===== config.mk =====
export PLATFORM = sky130hd
export DESIGN_NAME = uart_frame_ctrl
export DESIGN_NICKNAME = d
export VERILOG_FILES = /design/src/rtl/uart_frame_ctrl.sv
export SDC_FILE = /design/constraint.sdc
export NUM_CORES = 1
export LEC_CHECK = 0
export ABC_AREA = 1
export ABC_CLOCK_PERIOD_IN_PS = 2390
export CAP_MARGIN = 5
export CORE_UTILIZATION = 55
export DETAILED_ROUTE_END_ITERATION = 16
export GPL_TIMING_DRIVEN = 0
export HOLD_SLACK_MARGIN = 0.08
export PLACE_DENSITY = 0.8
export SLEW_MARGIN = 0
export SYNTH_ARGS = -nofsm -noshare
export SYNTH_HDL_FRONTEND = slang
export SYNTH_SLANG_ARGS = --single-unit

===== constraint.sdc =====
create_clock -name clk -period 2.39 [get_ports clk]
set_input_delay 0.478 -clock clk [delete_from_list [all_inputs] [get_ports clk]]
set_output_delay 0.478 -clock clk [all_outputs]
set_load 0.01 [all_outputs]

===== src/rtl/uart_frame_ctrl.sv =====
// Receive-side frame parser: SYNC, ADDR, LEN, payload, CHK, then a burst of register writes.
// All outputs are registered and land one cycle after the causing strobe; there is no backpressure, so bytes arriving during COMMIT are dropped and flagged.
module uart_frame_ctrl #(
  parameter logic [7:0] SYNC_BYTE = 8'hA5,
  parameter int         MAX_LEN   = 16,
  parameter int         TIMEOUT   = 64
) (
  input  logic       clk,
  input  logic       nrst,
  input  logic [7:0] rx_data,
  input  logic       rx_valid,
  output logic       wr_en,
  output logic [7:0] wr_addr,
  output logic [7:0] wr_data,
  output logic       frame_ok,
  output logic       frame_err,
  output logic [1:0] err_code,
  output logic       ovr,
  output logic       busy
);

  localparam int              AW        = (MAX_LEN > 1) ? $clog2(MAX_LEN) : 1;
  localparam int              TW        = $clog2(TIMEOUT + 1);
  localparam logic [7:0]      MAX_LEN_B = 8'(MAX_LEN);
  localparam logic [TW-1:0]   TO_LAST   = TW'(TIMEOUT - 1);

  typedef enum logic [2:0] {
    S_IDLE, S_ADDR, S_LEN, S_PAYLOAD, S_CHK, S_COMMIT
  } state_t;

  state_t        state, state_d;
  logic [TW-1:0] cnt, cnt_d;
  logic [7:0]    chk, chk_d, addr, addr_d, len, len_d, idx, idx_d;
  logic          wr_en_d, frame_ok_d, frame_err_d, ovr_d;
  logic [7:0]    wr_addr_d, wr_data_d;
  logic [1:0]    err_code_d;
  logic          buf_we;
  logic          timed;
  logic [7:0]    buf_mem [2**AW];

  always_comb begin
    state_d    = state;
    cnt_d      = cnt;
    chk_d      = chk;
    addr_d     = addr;
    len_d      = len;
    idx_d      = idx;
    wr_en_d    = 1'b0;
    wr_addr_d  = 8'h00;
    wr_data_d  = 8'h00;
    frame_ok_d = 1'b0;
    frame_err_d = 1'b0;
    err_code_d = 2'd0;
    ovr_d      = 1'b0;
    buf_we     = 1'b0;
    timed      = state inside {S_ADDR, S_LEN, S_PAYLOAD, S_CHK};

    // cnt already includes the strobe cycle, so the error lands exactly TIMEOUT clocks after it
    if (timed) begin
      if (rx_valid) begin
        cnt_d = TW'(1);
      end else if (cnt >= TO_LAST) begin
        state_d     = S_IDLE;
        frame_err_d = 1'b1;
        err_code_d  = 2'd3;
      end else begin
        cnt_d = cnt + 1'b1;
      end
    end

    case (state)
      S_IDLE: begin
        if (rx_valid && rx_data == SYNC_BYTE) begin
          state_d = S_ADDR;
          cnt_d   = TW'(1);
        end
      end
      S_ADDR: begin
        if (rx_valid) begin
          addr_d  = rx_data;
          chk_d   = rx_data;
          state_d = S_LEN;
        end
      end
      S_LEN: begin
        if (rx_valid) begin
          if (rx_data == 8'd0 || rx_data > MAX_LEN_B) begin
            state_d     = S_IDLE;
            frame_err_d = 1'b1;
            err_code_d  = 2'd1;
          end else begin
            len_d   = rx_data;
            chk_d   = chk ^ rx_data;
            idx_d   = 8'd0;
            state_d = S_PAYLOAD;
          end
        end
      end
      S_PAYLOAD: begin
        if (rx_valid) begin
          buf_we = 1'b1;
          chk_d  = chk ^ rx_data;
          idx_d  = idx + 8'd1;
          if (idx + 8'd1 == len) state_d = S_CHK;
        end
      end
      S_CHK: begin
        if (rx_valid) begin
          if (rx_data == chk) begin
            state_d   = S_COMMIT;
            wr_en_d   = 1'b1;
            wr_addr_d = addr;
            wr_data_d = buf_mem[0];
            idx_d     = 8'd1;
          end else begin
            state_d     = S_IDLE;
            frame_err_d = 1'b1;
            err_code_d  = 2'd2;
          end
        end
      end
      S_COMMIT: begin
        ovr_d = rx_valid;
        if (idx < len) begin
          wr_en_d   = 1'b1;
          wr_addr_d = addr + idx;
          wr_data_d = buf_mem[idx[AW-1:0]];
          idx_d     = idx + 8'd1;
        end else begin
          frame_ok_d = 1'b1;
          state_d    = S_IDLE;
        end
      end
      default: state_d = S_IDLE;
    endcase

    if (state_d == S_IDLE) cnt_d = '0;
  end

  always_ff @(posedge clk or negedge nrst) begin
    if (!nrst) begin
      state     <= S_IDLE;
      cnt       <= '0;
      chk       <= 8'h00;
      addr      <= 8'h00;
      len       <= 8'h00;
      idx       <= 8'h00;
      wr_en     <= 1'b0;
      wr_addr   <= 8'h00;
      wr_data   <= 8'h00;
      frame_ok  <= 1'b0;
      frame_err <= 1'b0;
      err_code  <= 2'd0;
      ovr       <= 1'b0;
      busy      <= 1'b0;
    end else begin
      state     <= state_d;
      cnt       <= cnt_d;
      chk       <= chk_d;
      addr      <= addr_d;
      len       <= len_d;
      idx       <= idx_d;
      wr_en     <= wr_en_d;
      wr_addr   <= wr_addr_d;
      wr_data   <= wr_data_d;
      frame_ok  <= frame_ok_d;
      frame_err <= frame_err_d;
      err_code  <= err_code_d;
      ovr       <= ovr_d;
      busy      <= (state_d != S_IDLE);
    end
  end

  // Payload staging needs no reset; entries are always written before they are read
  always_ff @(posedge clk) begin
    if (buf_we) buf_mem[idx[AW-1:0]] <= rx_data;
  end

endmodule


==> key figures, run 1 <==
Critical path
  – Critical path startpoint: idx[2]
  – Endpoint class of the critical path: register
  – Slowest Stage Delay on Critical Path: about 0.57 ns
  – Slowest CP cell: nor2_1
  – Critical Path Sink: buf_mem[0][6]
  – R2R Path End: buf_mem[0][6]
  – Critical path startpoint category: register
  – CP max FO: 10
  – Reg2reg start: idx[2]
  – Register-to-Register Setup Slack: approximately 0.065 ns
  – Path length in cells of the critical path: 4
  – Crit-path cells: buf_4 -> nor2_1 -> inv_1 -> nor2_1
  – Critical Path Most Common Cell: nor2_1
  – Worst Path Buf+Inv: 2
  – Worst reg2reg path depth: 4
  – Delay-heaviest family, CP: simple AND/OR/NAND/NOR gates
  – WP data required: 2.46 ns
  – Worst path arrival time: ~2.4 ns
  – Crit Path Category: reg2reg

Place
  – Routability Congestion: 0.892
  – Buffers on Ports: 32
  – Cell count after placement: roughly 1.1k
  – Placement-stage cell area: 9330 µm²
  – HPWL after DPL: 13,200 µm

STA
  – Max-Slew Margin vs Limit: 0.436
  – Pins Over Slew Limit: 0
  – Final worst-path cycle share: 0.973
  – Fin. Hold Viols: 0
  – Layout Skew: ~0.010 ns
  – Setup violations, final: 0
  – F_max: 0.430 GHz
  – Worst-Margin Slew: between 0.8 and 0.9 ns
  – RSZ-0062 raised after global routing: yes
  – Final min period: 2.33 ns
  – Final TNS setup: 0 ns
  – Worst hold slack: 0.137 ns

Power
  – Pwr Total: between 7000 and 8000 µW
  – Seq pwr share: 0.483
  – Comb power frac: 0.136
  – Switching Fraction: 0.263
  – Pwr Density: 769 nW/µm²
  – Internal: around 5800 µW
  – Sw power: 2060 µW
  – VDD IR-drop max: ~0.00057 V
  – P_leak: 0.00408 µW
  – Clock Power Share: 0.380

Floorplan
  – Top Ports: 34
  – Die Height: roughly 130 µm
  – Initial Utilization: 0.569
  – Die footprint: 16,400 µm²
  – Row count: 45
  – Die Wd: 128 µm
  – Core area: 15,400 µm²

Clock network
  – Later-pin clock latency in the skew report: ~0.44 ns
  – H-tree Lvls: 4
  – Clock Tree Buf Depth: 2
  – Total CTS buffers: 17
  – Root buf cell: clkbuf_16
  – Clock transition at path regs: ~0.070 ns
  – CTS sink count: 193
  – CTS tree: built

Synthesis
  – Synth area leader: edfxtp_1
  – Ys Warns: 0
  – Synth cell types: 35
  – Post-Synth Simple-Gate Area: 0.155
  – Mean cell area of the mapped netlist: 10.3 µm²
  – Syn_nets: 880
  – Seq cells post-synth: 193
  – Synth Instances: 848
  – Xor/xnor cell area share of the yosys netlist: 0.0150
  – Compound-Gate Fraction of Synth Area: 0.126
  – Main combinational cell family by area after synthesis: simple AND/OR/NAND/NOR gates
  – Adder-cell share of the synthesized area: 0.0309
  – Synth top area share: 0.439
  – Register area share after synthesis: 0.625
  – Ranking of synthesized cells by area: edfxtp_1 44%, dfrtp_1 19%, nand2_1 8.1%, a21oi_1 3.5%, nor2_1 3.2%
  – Mapped Area: 8750 µm²
  – Mux cell area share after synthesis: 0

Job
  – Maximum capacitance violations: 0

Routing
  – Via count: 6,693
  – Antenna viol nets, final: 0
  – First-pass detailed-route iteration total: 5
  – Residual DRC count: 0
  – Vias per cell: 5.89
  – DR iter-0 viols: 866
  – Post-Route WL: 20,800 µm
  – Wire per inst: 18.3 µm

Hold path
  – Min-Delay Path Class: in2async

Global route
  – Pin count of the biggest net entering global routing: 66
  – Grt total ovfl: 0
  – GRT Resource Usage Total: 0.263
  – Initial antenna violation count: 0
  – First-pass GRT wire length: roughly 32,000 µm
  – Vias in the first global route: 6,182

Finish
  – Post-Layout Inst Area: 10,200 µm²
  – Cell Count, Final, Fillers Out: 1,136
  – Total Nets Final: 944
  – Area growth syn-to-layout: 16.4%
  – Share of layout cells above drive strength 1: 0.123
  – Antenna fix cells: 0

Run status
  – Status: finished clean
[kinds of logic after synthesis]
kind of cell	Yosys count
adder cells (fa/ha/maj)	21
flip-flops	193
buffers and inverters	103
XOR/XNOR	15
AO/OA/AOI/OAI	186
AND/OR/NAND/NOR	330
[routing by layer]
layer	wire length [µm]	up-vias	part of all wire	global-route usage
li1	-	3083	-	-
met1	8240	3186	0.40	0.351
met2	10200	372	0.49	0.437
met3	1810	52	0.087	0.0396
met4	528	0	0.025	0.101
met5	0	-	0	0
[how the worst min path moves through the flow]
stage	endpoint	slack, ns	cells after the start	startpoint
after floorplan	addr[0]	0.18	0	nrst
after global placement	len[1]	0.47	2	len[1]
after detailed placement	len[1]	0.48	2	len[1]
after CTS	idx[5]	0.16	1	nrst
after global routing	wr_data[1]	0.22	1	nrst
final	addr[7]	0.14	1	nrst
[through the flow]
step	utilization	setup WS, ns
2_1_floorplan	-	0.00599
3_3_place_gp	0.607	-1.21
3_5_place_dp	0.607	-0.907
4_1_cts	0.655	0.00110
5_1_grt	0.663	-0.115
6_report	0.663	0.0648
[repair_timing]
item | CTS | global route
pin swaps | 1 | 9
setup endpoints to repair | 143 | 120
gates resized for setup | 38 | 38
setup buffers | 7 | 8
hold buffers | 0 | 0
[registers in the layout (all words and copies together), names as in the netlist]
signal and cells:
wr_en 1, chk 8, err_code 2, frame_err 1, frame_ok 1, busy 1, state 3, wr_addr 8
cnt 7, ovr 1, len 8, buf_mem 128, wr_data 8, addr 8, idx 8
[cells in the final DEF, fill, tap and decap left out, types with 15 or more instances in the layout]
| master | synthesis | final |
|---|---|---|
| nand2_1 | 189 | 189 |
| edfxtp_1 | 128 | 128 |
| dfrtp_1 | 65 | 64 |
| inv_1 | 65 | 63 |
| a21oi_1 | 62 | 62 |
| nor2_1 | 74 | 58 |
| o21ai_0 | 47 | 47 |
| nand3_1 | 48 | 45 |
| clkdlybuf4s50_1 | 0 | 23 |
| buf_4 | 4 | 20 |
| nor2_2 | 2 | 18 |
| ha_1 | 20 | 17 |
| clkbuf_16 | 0 | 17 |
| o22ai_1 | 16 | 16 |
| a22oi_1 | 15 | 15 |
[layout make-up]
cell class / count / area, µm²
buffer: 33 / 180
clock buffer: 17 / 425
clock inverter: 15 / 195
fill: 1098 / 5190
inverter: 68 / 260
multi-input combinational: 552 / 2960
sequential: 193 / 5470
tap: 211 / 264
timing repair buffer: 47 / 428
[Yosys cell counts]
cell type / count
a21oi_1: 62
xnor2_1: 9
buf_1: 4
o21ai_2: 1
ha_1: 20
nor2_4: 3
o22ai_1: 16
o31ai_1: 1
buf_2: 11
a21oi_2: 1
o21bai_1: 2
fa_1: 1
o21a_1: 9
nor2_1: 74
a22oi_1: 15
o21ai_1: 8
dfrtp_1: 65
o32ai_1: 7
nand3_1: 48
o211ai_1: 10
xor2_1: 6
nand2_2: 2
inv_1: 65
a31o_2: 1
inv_2: 3
nor3_1: 3
nor2_2: 2
buf_4: 4
o21ai_0: 47
clkbuf_1: 16
edfxtp_1: 128
nand4_1: 8
a32oi_1: 6
nor4_1: 1
nand2_1: 189
[power by group through the flow]
stage	combinational [µW]	clock (µW)	sequential (µW)
3_3_place_gp	909	0	3850
4_1_cts	1010	2980	3780
5_1_grt	1180	3100	3800
6_report	1070	2980	3780
2_1_floorplan	651	0	3830
3_5_place_dp	939	0	3860
No activity file was read; power rests on OpenSTA's default activity.
==> inputs of run 2 (changes only) <==
==> constraint.sdc (replaced) <==
create_clock -name clk -period 2.39 [get_ports clk]
set_input_delay 0.239 -clock clk [delete_from_list [all_inputs] [get_ports clk]]
set_output_delay 0.239 -clock clk [all_outputs]
set_load 0.01 [all_outputs]
==> run 2 against run 1 <==
Via count decreased by 1.0%. Sequential power about the same. Core utilization decreased by 0.11 points. Clock-buffer cell count unchanged. Clock power about the same. Clock skew about the same. Combinational power about the same. Cell count about the same.
==> key figures, run 2 (synthesis results as in run 1) <==
Routing
  – DR iter-0 viols: 926
  – Via count: between 6k and 7k
  – Wire per inst: about 18 µm
  – First-pass detailed-route iteration total: 5
  – Antenna viol nets, final: 0
  – Post-Route WL: 20,700 µm
  – Residual DRC count: 0
  – Vias per cell: 5.83

Run status
  – Status: finished clean

Power
  – Internal: 5770 µW
  – Clock Power Share: 0.380
  – Sw power: just over 2000 µW
  – Pwr Density: 770 nW/µm²
  – Seq pwr share: 0.484
  – P_leak: about 0.0041 µW
  – Pwr Total: 7830 µW
  – Switching Fraction: 0.263
  – Comb power frac: 0.136
  – VDD IR-drop max: about 0.00058 V

STA
  – Final min period: 2.34 ns
  – Final worst-path cycle share: 0.981
  – Pins Over Slew Limit: 0
  – Worst-Margin Slew: 0.864 ns
  – Fin. Hold Viols: 0
  – Layout Skew: 0.0101 ns
  – Final WS setup: 0.0452 ns
  – F_max: 0.426 GHz
  – RSZ-0062 raised after global routing: yes
  – Max-Slew Margin vs Limit: 0.424
  – Setup violations, final: 0

Clock network
  – CTS sink count: ~190
  – Later-pin clock latency in the skew report: 0.44 ns
  – Clock transition at path regs: 0.07 ns
  – Clock Tree Buf Depth: 2
  – Root buf cell: clkbuf_16
  – CTS tree: built
  – H-tree Lvls: 4
  – Total CTS buffers: 17

Finish
  – Utilization after layout: 0.661
  – Highest-count cells in the layout ignoring fill and taps: 189 x nand2_1, 128 x edfxtp_1, 64 x dfrtp_1
  – Most common cell after layout, fill and taps aside: nand2_1
  – Fillers: roughly 1.1k
  – Area growth syn-to-layout: 16.2%
  – Share of layout cells above drive strength 1: 0.119
  – Cell Count, Final, Fillers Out: between 1k and 1.5k
  – Max reg flops: 128
  – Antenna fix cells: 0
  – Total Nets Final: between 900 and 1k

Critical path
  – CP max FO: 10
  – Delay-heaviest family, CP: simple AND/OR/NAND/NOR gates
  – Slowest CP cell: nor2_1
  – Worst Path Buf+Inv: 2
  – Worst path arrival time: between 2 and 2.5 ns
  – Critical Path Most Common Cell: nor2_1
  – Crit-path cells: buf_4 -> nor2_1 -> inv_1 -> nor2_1
  – Slowest Stage Delay on Critical Path: 0.57 ns
  – Endpoint class of the critical path: register
  – Crit Path Category: reg2reg
  – Register-to-Register Setup Slack: about 0.045 ns
  – Critical path startpoint category: register
  – WP data required: 2.46 ns

Hold path
  – Min-Delay Path Class: in2reg

Global route
  – GRT Resource Usage Total: 0.263
  – Initial antenna violation count: 0
  – Pin count of the biggest net entering global routing: 66
  – Grt total ovfl: 0
  – First-pass GRT wire length: 32,100 µm
  – Vias in the first global route: 6,185

Floorplan
  – Top Ports: 34
  – Initial Utilization: 0.569
  – Die footprint: 16,400 µm²
  – Core area: ~15,000 µm²
  – Row count: 45
  – Die Wd: around 130 µm
  – Die Height: between 100 and 150 µm

Place
  – Routability Congestion: 0.892
  – Buffers on Ports: 32
  – HPWL after DPL: 13,200 µm
  – Post-place setup slack: -0.668 ns
  – Cell count after placement: between 1k and 1.5k

Job
  – Maximum capacitance violations: 0
[run 2: power groups by stage]
stage | Sequential [µW] | Combinational, µW | Clock, µW
6_report | 3780 | 1070 | 2980
5_1_grt | 3800 | 1180 | 3100
4_1_cts | 3780 | 1010 | 2980
3_5_place_dp | 3860 | 939 | 0
3_3_place_gp | 3850 | 909 | 0
2_1_floorplan | 3830 | 651 | 0
[run 2: tightest hold or removal path: stages]
cell and delay [ns]:
buf_4 0.14, nand2_1 0.08, nand2_1 0.05
[run 2: what timing repair did]
item	4_1_cts	5_1_grt
buffers inserted	7	8
hold endpoints to repair	65	0
hold buffers	1	0
pin swaps	1	9
setup endpoints to repair	134	121
gates resized for setup	24	42
[run 2: stage by stage]
stage	area (µm²)	setup TNS [ns]	hold slack [ns]
2_1_floorplan	8750	0	-0.0566
3_3_place_gp	9330	-104.99	0.470
3_5_place_dp	9330	-47.55	0.378
4_1_cts	10100	0	0.0981
5_1_grt	10200	-2.69	0.142
6_report	10200	0	0.101
[run 2: path summary, 6_finish.rpt]
check	startpoint	endpoint	depth (start not counted)
hold reg to reg	len[1]	len[1]	2
max in group asynchronous	nrst	idx[1]	2
setup reg to reg	idx[2]	buf_mem[0][7]	4
setup / recovery	idx[2]	buf_mem[0][7]	4
min in group asynchronous	nrst	wr_data[4]	2
hold / removal	rx_valid	err_code[1]	3
[run 2: cell type report]
class | instances | area [µm²] | share of cell area
Clock buffer | 17 | 425 | 0.0418
Clock inverter | 15 | 195 | 0.0192
Tap cell | 211 | 264 | 0.0260
Multi-Input combinational cell | 552 | 2960 | 0.291
Sequential cell | 193 | 5470 | 0.538
Timing Repair Buffer | 48 | 412 | 0.0405
Buffer | 33 | 179 | 0.0176
Inverter | 68 | 260 | 0.0256
[run 2: metal layers]
layer,track usage,wire (µm)
met2,0.437,10200
met5,0,0
met4,0.101,483
met1,0.351,8230
met3,0.0396,1790
